<file path="src/rtl/pipe_ctrl_if.sv">
// Handshake bundle between the five-stage pipeline and its control unit.
// master = pipeline side (raises requests, consumes stall/flush),
// slave  = pipe_ctrl.
interface pipe_ctrl_if #(
  parameter int CNT_W = 32
);
  logic              stallreq_from_id;
  logic              stallreq_from_ex;
  logic [31:0]       excepttype_i;
  logic [31:0]       cp0_epc_i;
  logic [5:0]        stall;
  logic              flush;
  logic [31:0]       new_pc;
  logic [CNT_W-1:0]  stall_cycles_o;
  logic              timeout_o;

  modport master (
    output stallreq_from_id, stallreq_from_ex, excepttype_i, cp0_epc_i,
    input  stall, flush, new_pc, stall_cycles_o, timeout_o
  );

  modport slave (
    input  stallreq_from_id, stallreq_from_ex, excepttype_i, cp0_epc_i,
    output stall, flush, new_pc, stall_cycles_o, timeout_o
  );
endinterface

</file>
<file path="src/rtl/pipe_ctrl.sv">
// Pipeline control: per-stage stall vector, exception/ERET flush sequencing,
// request-stall cycle counter and a sticky long-stall watchdog.
module pipe_ctrl #(
  parameter logic [31:0] EXC_VEC       = 32'h0000_0020,
  parameter int          STALL_TIMEOUT = 16,
  parameter int          CNT_W         = 32
) (
  input  logic        clk,
  input  logic        rst,
  pipe_ctrl_if.slave  bus
);
  localparam int RUN_W = $clog2(STALL_TIMEOUT + 1);
  localparam logic [RUN_W-1:0] RUN_MAX  = RUN_W'(STALL_TIMEOUT);
  localparam logic [RUN_W-1:0] RUN_LAST = RUN_W'(STALL_TIMEOUT - 1);
  localparam logic [31:0]      ERET_CODE = 32'h0000_000e;

  typedef enum logic {IDLE, FLUSH} state_t;

  state_t            state, state_nxt;
  logic [5:0]        stall_c;
  logic              exc_take;   // exception accepted this cycle
  logic              req_stall;  // request-driven stall cycle
  logic              flush_q;
  logic [31:0]       new_pc_q;
  logic [CNT_W-1:0]  cnt_q;
  logic [RUN_W-1:0]  run_q;
  logic              timeout_q;

  // Next state and the combinational stall decode (exception > EX > ID).
  always_comb begin
    state_nxt = state;
    stall_c   = 6'b000000;
    exc_take  = 1'b0;
    req_stall = 1'b0;
    if (!rst) begin
      case (state)
        IDLE: begin
          if (bus.excepttype_i != 32'h0) begin
            stall_c   = 6'b111111;
            exc_take  = 1'b1;
            state_nxt = FLUSH;
          end else if (bus.stallreq_from_ex) begin
            stall_c   = 6'b001111;
            req_stall = 1'b1;
          end else if (bus.stallreq_from_id) begin
            stall_c   = 6'b000111;
            req_stall = 1'b1;
          end
        end
        FLUSH: state_nxt = IDLE;  // one-cycle flush; inputs ignored
        default: state_nxt = IDLE;
      endcase
    end
  end

  // State, flush pulse/target, stall counter and watchdog registers.
  always_ff @(posedge clk) begin
    if (rst) begin
      state     <= IDLE;
      flush_q   <= 1'b0;
      new_pc_q  <= 32'h0;
      cnt_q     <= '0;
      run_q     <= '0;
      timeout_q <= 1'b0;
    end else begin
      state   <= state_nxt;
      flush_q <= exc_take;
      if (exc_take)
        new_pc_q <= (bus.excepttype_i == ERET_CODE) ? bus.cp0_epc_i : EXC_VEC;
      if (req_stall && cnt_q != '1)
        cnt_q <= cnt_q + 1'b1;
      // Run length only survives across back-to-back request stalls.
      if (req_stall) begin
        if (run_q != RUN_MAX) run_q <= run_q + 1'b1;
        if (run_q == RUN_LAST) timeout_q <= 1'b1;
      end else begin
        run_q <= '0;
      end
    end
  end

  assign bus.stall          = stall_c;
  assign bus.flush          = flush_q;
  assign bus.new_pc         = new_pc_q;
  assign bus.stall_cycles_o = cnt_q;
  assign bus.timeout_o      = timeout_q;
endmodule

</file>
<file path="src/flat_wrapper.sv">
// flat-port wrapper written by rule: the top's interface ports become plain ports
module pipe_ctrl_flat 
#(
  parameter logic [31:0] EXC_VEC       = 32'h0000_0020,
  parameter int          STALL_TIMEOUT = 16,
  parameter int          CNT_W         = 32
)
  (clk, rst, bus_stallreq_from_id, bus_stallreq_from_ex, bus_excepttype_i, bus_cp0_epc_i, bus_stall, bus_flush, bus_new_pc, bus_stall_cycles_o, bus_timeout_o);
  pipe_ctrl_if #(.CNT_W(CNT_W)) bus_i ();
  input  logic clk;
  input  logic rst;
  input wire logic [$bits(bus_i.stallreq_from_id)-1:0] bus_stallreq_from_id;
  input wire logic [$bits(bus_i.stallreq_from_ex)-1:0] bus_stallreq_from_ex;
  input wire logic [$bits(bus_i.excepttype_i)-1:0] bus_excepttype_i;
  input wire logic [$bits(bus_i.cp0_epc_i)-1:0] bus_cp0_epc_i;
  output wire logic [$bits(bus_i.stall)-1:0] bus_stall;
  output wire logic [$bits(bus_i.flush)-1:0] bus_flush;
  output wire logic [$bits(bus_i.new_pc)-1:0] bus_new_pc;
  output wire logic [$bits(bus_i.stall_cycles_o)-1:0] bus_stall_cycles_o;
  output wire logic [$bits(bus_i.timeout_o)-1:0] bus_timeout_o;
  assign bus_i.stallreq_from_id = bus_stallreq_from_id;
  assign bus_i.stallreq_from_ex = bus_stallreq_from_ex;
  assign bus_i.excepttype_i = bus_excepttype_i;
  assign bus_i.cp0_epc_i = bus_cp0_epc_i;
  assign bus_stall = bus_i.stall;
  assign bus_flush = bus_i.flush;
  assign bus_new_pc = bus_i.new_pc;
  assign bus_stall_cycles_o = bus_i.stall_cycles_o;
  assign bus_timeout_o = bus_i.timeout_o;
  pipe_ctrl #(.EXC_VEC(EXC_VEC), .STALL_TIMEOUT(STALL_TIMEOUT), .CNT_W(CNT_W)) u_core (.clk(clk), .rst(rst), .bus(bus_i));
endmodule
</file>
<file path="config.mk">
export PLATFORM = sky130hd
export DESIGN_NAME = pipe_ctrl_flat
export DESIGN_NICKNAME = d
export VERILOG_FILES = /design/src/rtl/pipe_ctrl_if.sv /design/src/rtl/pipe_ctrl.sv /design/src/flat_wrapper.sv
export SDC_FILE = /design/constraint.sdc
export NUM_CORES = 1
export LEC_CHECK = 0
export ABC_AREA = 1
export BUFFER_PORTS_ARGS = -buffer_cell sky130_fd_sc_hd__buf_2
export CORE_MARGIN = 4
export CORE_UTILIZATION = 50
export CTS_CLUSTER_SIZE = 40
export DETAILED_ROUTE_END_ITERATION = 16
export PLACE_DENSITY_LB_ADDON = 0.3
export SYNTH_ARGS = -nofsm -noshare
export SYNTH_HDL_FRONTEND = slang
export SYNTH_SLANG_ARGS = --single-unit
export TNS_END_PERCENT = 30
</file>
<file path="constraint.sdc">
create_clock -name clk -period 4.19 [get_ports clk]
set_clock_uncertainty 0.1 [all_clocks]
set_input_delay 0.419 -clock clk [delete_from_list [all_inputs] [get_ports clk]]
set_output_delay 0.419 -clock clk [all_outputs]
set_load 0.05 [all_outputs]
</file>
# ---- After elaboration in Yosys (flattened, before gate mapping)
# Cells that the tools add are included.
dict set report op_classes {
  reduce_logical 4
  n_addsub 2
  mux 15
  eq_ne 4
  n_bitwise 2
}
# operator n
set ops {}
lappend ops {{$add A32 B1 Y32 const B} 1}
lappend ops {{$eq A32 B4 Y1 const B} 1}
lappend ops {{$mux W32} 1}
lappend ops {{$ne A32 B32 Y1 const B} 1}
lappend ops {{$reduce_bool A32 Y1} 1}
lappend ops {{$mux W6} 4}
lappend ops {{$mux W1} 8}
lappend ops {{$add A5 B1 Y5 const B} 1}
lappend ops {{$eq A5 B4 Y1 const B} 1}
lappend ops {{$ne A5 B5 Y1 const B} 1}
lappend ops {{$mux W3} 1}
lappend ops {{$not A1 Y1} 2}
lappend ops {{$pmux W1 S2} 1}
lappend ops {{$reduce_and A2 Y1} 1}
lappend ops {{$reduce_or A2 Y1} 1}
lappend ops {{$logic_and A1 B1 Y1} 1}
dict set report totals {
  out_inout_bits 72
  input_bits 68
  wordCells 33
  ff_bits 72
}

# ---- Depth between registers and ports, before layout
dict set report logic_depth {
  ltp_word 7
  ltp_mapped 11
  mapped_depth_nobuf 10
}

# ---- Worst setup path before layout
# OpenSTA, ideal clock, no wires.
dict set report synth_timing {
  kind {input to output}
  from {in bus_excepttype_i[31]}
  to {out bus_stall[1]}
  required_time_ps 3671
  path_stages 10
  arrival_ps 1968
  path_buffers 2
  path_slack_ps 1703
  cell_sequence {nor2_1 > nand2_1 > nor2_1 > nand2_2 > nor2_8 > nor2_2 > inv_2 > buf_2 > nand2_1 > buf_4}
}
dict set report synth_via {
  elab_chain_cells 4
}
# element line_no
set synth_rtl {}
lappend synth_rtl {{start, declared} flat_wrapper.sv:14} ;# input wire logic [$bits(bus_i.excepttype_i)-1:0] bus_excepttype_i;
lappend synth_rtl {{$reduce_bool A32 Y1} pipe_ctrl.sv:38} ;# if (bus.excepttype_i != 32'h0) begin
lappend synth_rtl {{$mux W6} pipe_ctrl.sv:38}
lappend synth_rtl {{$mux W6} pipe_ctrl.sv:36} ;# case (state)
lappend synth_rtl {{$mux W6} pipe_ctrl.sv:35} ;# if (!rst) begin
lappend synth_rtl {{end, declared} flat_wrapper.sv:16} ;# output wire logic [$bits(bus_i.stall)-1:0] bus_stall;
# No other way between the ends.

# ---- Worst setup path after layout
dict set report layout_timing {
  from {in bus_excepttype_i[21]}
  to {out bus_stall[0]}
}
# Same word-level chain as after synthesis.

==> results.yml <==
logic_synthesis:
  synth_edf_count: 0
  post-synth-top-count-cell: "nand2_1"
  synthTopCellsByCount: "134 x nand2_1, 102 x nor2_1, 84 x nand3_1, 72 x dfxtp_1, 63 x inv_1"
  syn-num-nets: 644
  synthFlopType: "dfxtp_1"
  seq_area_frac_synth_pct: 37.81
  yosysWarnings: 0
  synthTopCellsByArea: "dfxtp_1 38%, nand2_1 13%, nand3_1 11%"
  postSynthAreaPerCell_um2: 6.665
  netlist.area_leader.share_pct: 37.81
  yosys_register_bits: 72
  async_flop_share_pct: 0
  syn_area_um2: 3812
  synth_cell_types: 27
  yosys.area.top_type: "dfxtp_1"
  syn_inst: 572
die:
  initial_core_util_pct: 52.01
  rows: 31
  fp.dieH_um: 95.32
  boundaryPins: 140
  core_um2: 7331
  die_w_um: 95.32
  die-area_um2: 9086
critical_path:
  r2r_cells: 10
  cp-start-kind: "input port"
  crit_path_max_incr_delay_ps: 410
  crit_fanout: 36
  crit_path_end_kind: "output port"
  cpMaxStageDelayCell: "inv_2"
  worst_ep_arrival_time_ps: 2280
  path_class: "input port to output port"
  path_cells: "buf_2 > nor2_1 > nand2_1 > nor2_1 > nand2_2 > nor2_8 > nor2_2 > buf_4 > inv_2 > nand2_1 > buf_2"
  worstPathRequired_ps: 3670
power_and_ir_drop:
  power.static_leakage_nw: 2.403
  ir_drop_uv: 188.0
  power.density_nw_per_um2: 280.8
timing:
  rsz0062_at_grt: "false"
  report.final.slew_viol_count: 0
  tightest_slew_ps: 1092
  fin_hold_ws_ps: 180.5
  min_period_ps: 2794
  setup_viol: 0
  setup_tns_ps: 0
  fmaxAchievable_mhz: 357.9
  hold_violations: 0
  relSlewSlack_pct: 27.20
  finalCritPeriodShare_pct: 66.68
  worst_slack_ps: 1396
routing:
  vias: 4035
  dr.pass1.iters: 5
  wirelength_um: 9969
  postRouteAntennaNets: 0
  vias_per_cell: 5.044
  drt_iter0_markers: 202
  drc: 0
  wire_per_inst_um: 12.46
global_route:
  grt_pass1_wl_um: 16420
  grt_max_degree: 65
  grtUsageMet2_pct: 40.17
  grt_usage_pct: 22.28
  grt_pass1_vias: 3822
  antenna_found_initial: 0
  grt.overflow.total: 0
  grtUsageMet1_pct: 25.92
  use_met3_pct: 5.446
  grt_busiest_layer: "met2"
layout:
  fin_nets: 768
  insertedDiodeCount: 0
  final_layout_size_suffix_gt1_share_pct: 26.11
  final_cells: 800
  syn_to_final_growth_pct: 21.63
  design_area_um2: 4637
cts:
  cts_setup_buffers: 0
  clk_pin_slew_ps: 70
  cts_buffers: 9
  ctsResizeCount: 0
  ctsHoldBuffers: 0
  root_buffer: "clkbuf_8"
  insertion_delay_ps: 330
  clk_path_buf_depth: 2
  clkSinkCount: 72
  cts_tree: "yes"
  htree_levels: 3
flow_run:
  maxCapViolCount: 0
placed_design:
  place_ws_ps: 1392
  dp_hpwl_um: 7290
  dp_cells: 784
  placed_cell_area_um2: 4453
  gp_congestion: 0.8616
  port_buffers: 139
worst_hold_path:
  hp-class: "input port to flip-flop"
  worstHoldPathCells: 2
outcome:
  outcome: "finished clean"
-- worst max-delay path, delay by kind of cell --
| kind | cells | cell delay [ps] |
|---|---|---|
| and+or+nand+nor | 7 | 850 |
| buffers and inverters | 4 | 990 |
-- cell type report --
class                      count  area, um^2
inverter                      72       270.3
clock inverter                 3       15.01
fill                         680        2694
tap                           99       123.9
sequential                    72        1441
clock buffer                  13       168.9
multi-input combinational    400        1907
timing repair buffer         141       710.7
-- report_power, final --
part	leakage [nW]	internal, mW	switching, mW
clock network	0.0992	0.261	0.248
logic	1.72	0.0357	0.0699
registers	0.581	0.686	0.000823
total	2.40	0.983	0.319
-- metrics by stage --
| step | utilization, % | total power [mW] |
|---|---|---|
| floorplan | - | 0.7690 |
| detailed placement | 60.74 | 0.8087 |
| global placement | 60.74 | 0.8070 |
| finish | 63.25 | 1.302 |
| global route | 63.25 | 1.353 |
| CTS | 63.25 | 1.312 |
-- layer usage --
metal / part of all wire, % / routed length [um]
met1: 41 / 4077
met2: 50 / 5028
met3: 7.8 / 778
met4: 0.85 / 85
met5: 0 / 0
-- worst paths after layout --
kind / from / end / slack, ps
min reg2reg: u_core.bus.timeout_o / u_core.bus.timeout_o / 350
max: bus_excepttype_i[21] / bus_stall[0] / 1400
max reg2reg: u_core.bus.stall_cycles_o[1] / u_core.bus.stall_cycles_o[30] / 1830
min: rst / u_core.bus.timeout_o / 180
-- placed cells by master (no fill, tap or decap) --
| cell | synthesis | final |
|---|---|---|
| buf_2 | 11 | 139 |
| nand2_1 | 134 | 134 |
| nor2_1 | 102 | 102 |
| nand3_1 | 84 | 84 |
| dfxtp_1 | 72 | 72 |
| inv_1 | 63 | 63 |
| nand4_1 | 36 | 36 |
| clkbuf_8 | 0 | 12 |
| nor3_1 | 9 | 9 |
| inv_2 | 8 | 8 |
| a21oi_1 | 8 | 8 |
| nand2_2 | 4 | 4 |
| nor2_2 | 4 | 4 |
| ha_1 | 4 | 4 |
| clkinv_2 | 0 | 3 |
| nor2_8 | 2 | 2 |
| nand3_2 | 2 | 2 |
| nor2_4 | 2 | 2 |
| nor3_4 | 2 | 2 |
| nand3_4 | 2 | 2 |
| nand3b_1 | 2 | 2 |
| buf_4 | 6 | 2 |
| o21ai_1 | 1 | 1 |
| nand2_4 | 1 | 1 |
| xor2_1 | 1 | 1 |
| clkinv_1 | 1 | 1 |
| clkbuf_1 | 2 | 1 |
-- registers in the layout, indices dropped and copies added (netlist names) --
register / count
u_core.bus.new_pc: 32
u_core.bus.stall_cycles_o: 32
u_core.run_q: 5
u_core.bus.flush: 1
u_core.bus.timeout_o: 1
u_core.state: 1
-- kinds of logic (layout without fill, tap and decap cells) --
group	Yosys count	in the layout	share of synthesized area, %
DFF	72	72	37.81
xor gates and xnor gates	1	1	0.2298
AOI/OAI and AO/OA	9	9	1.181
and+or+nand+nor	386	386	47.29
adders and majority gates	4	4	1.313
buffers and inverters	100	229	12.18
Note: power is estimated with default switching activity, not from simulation.
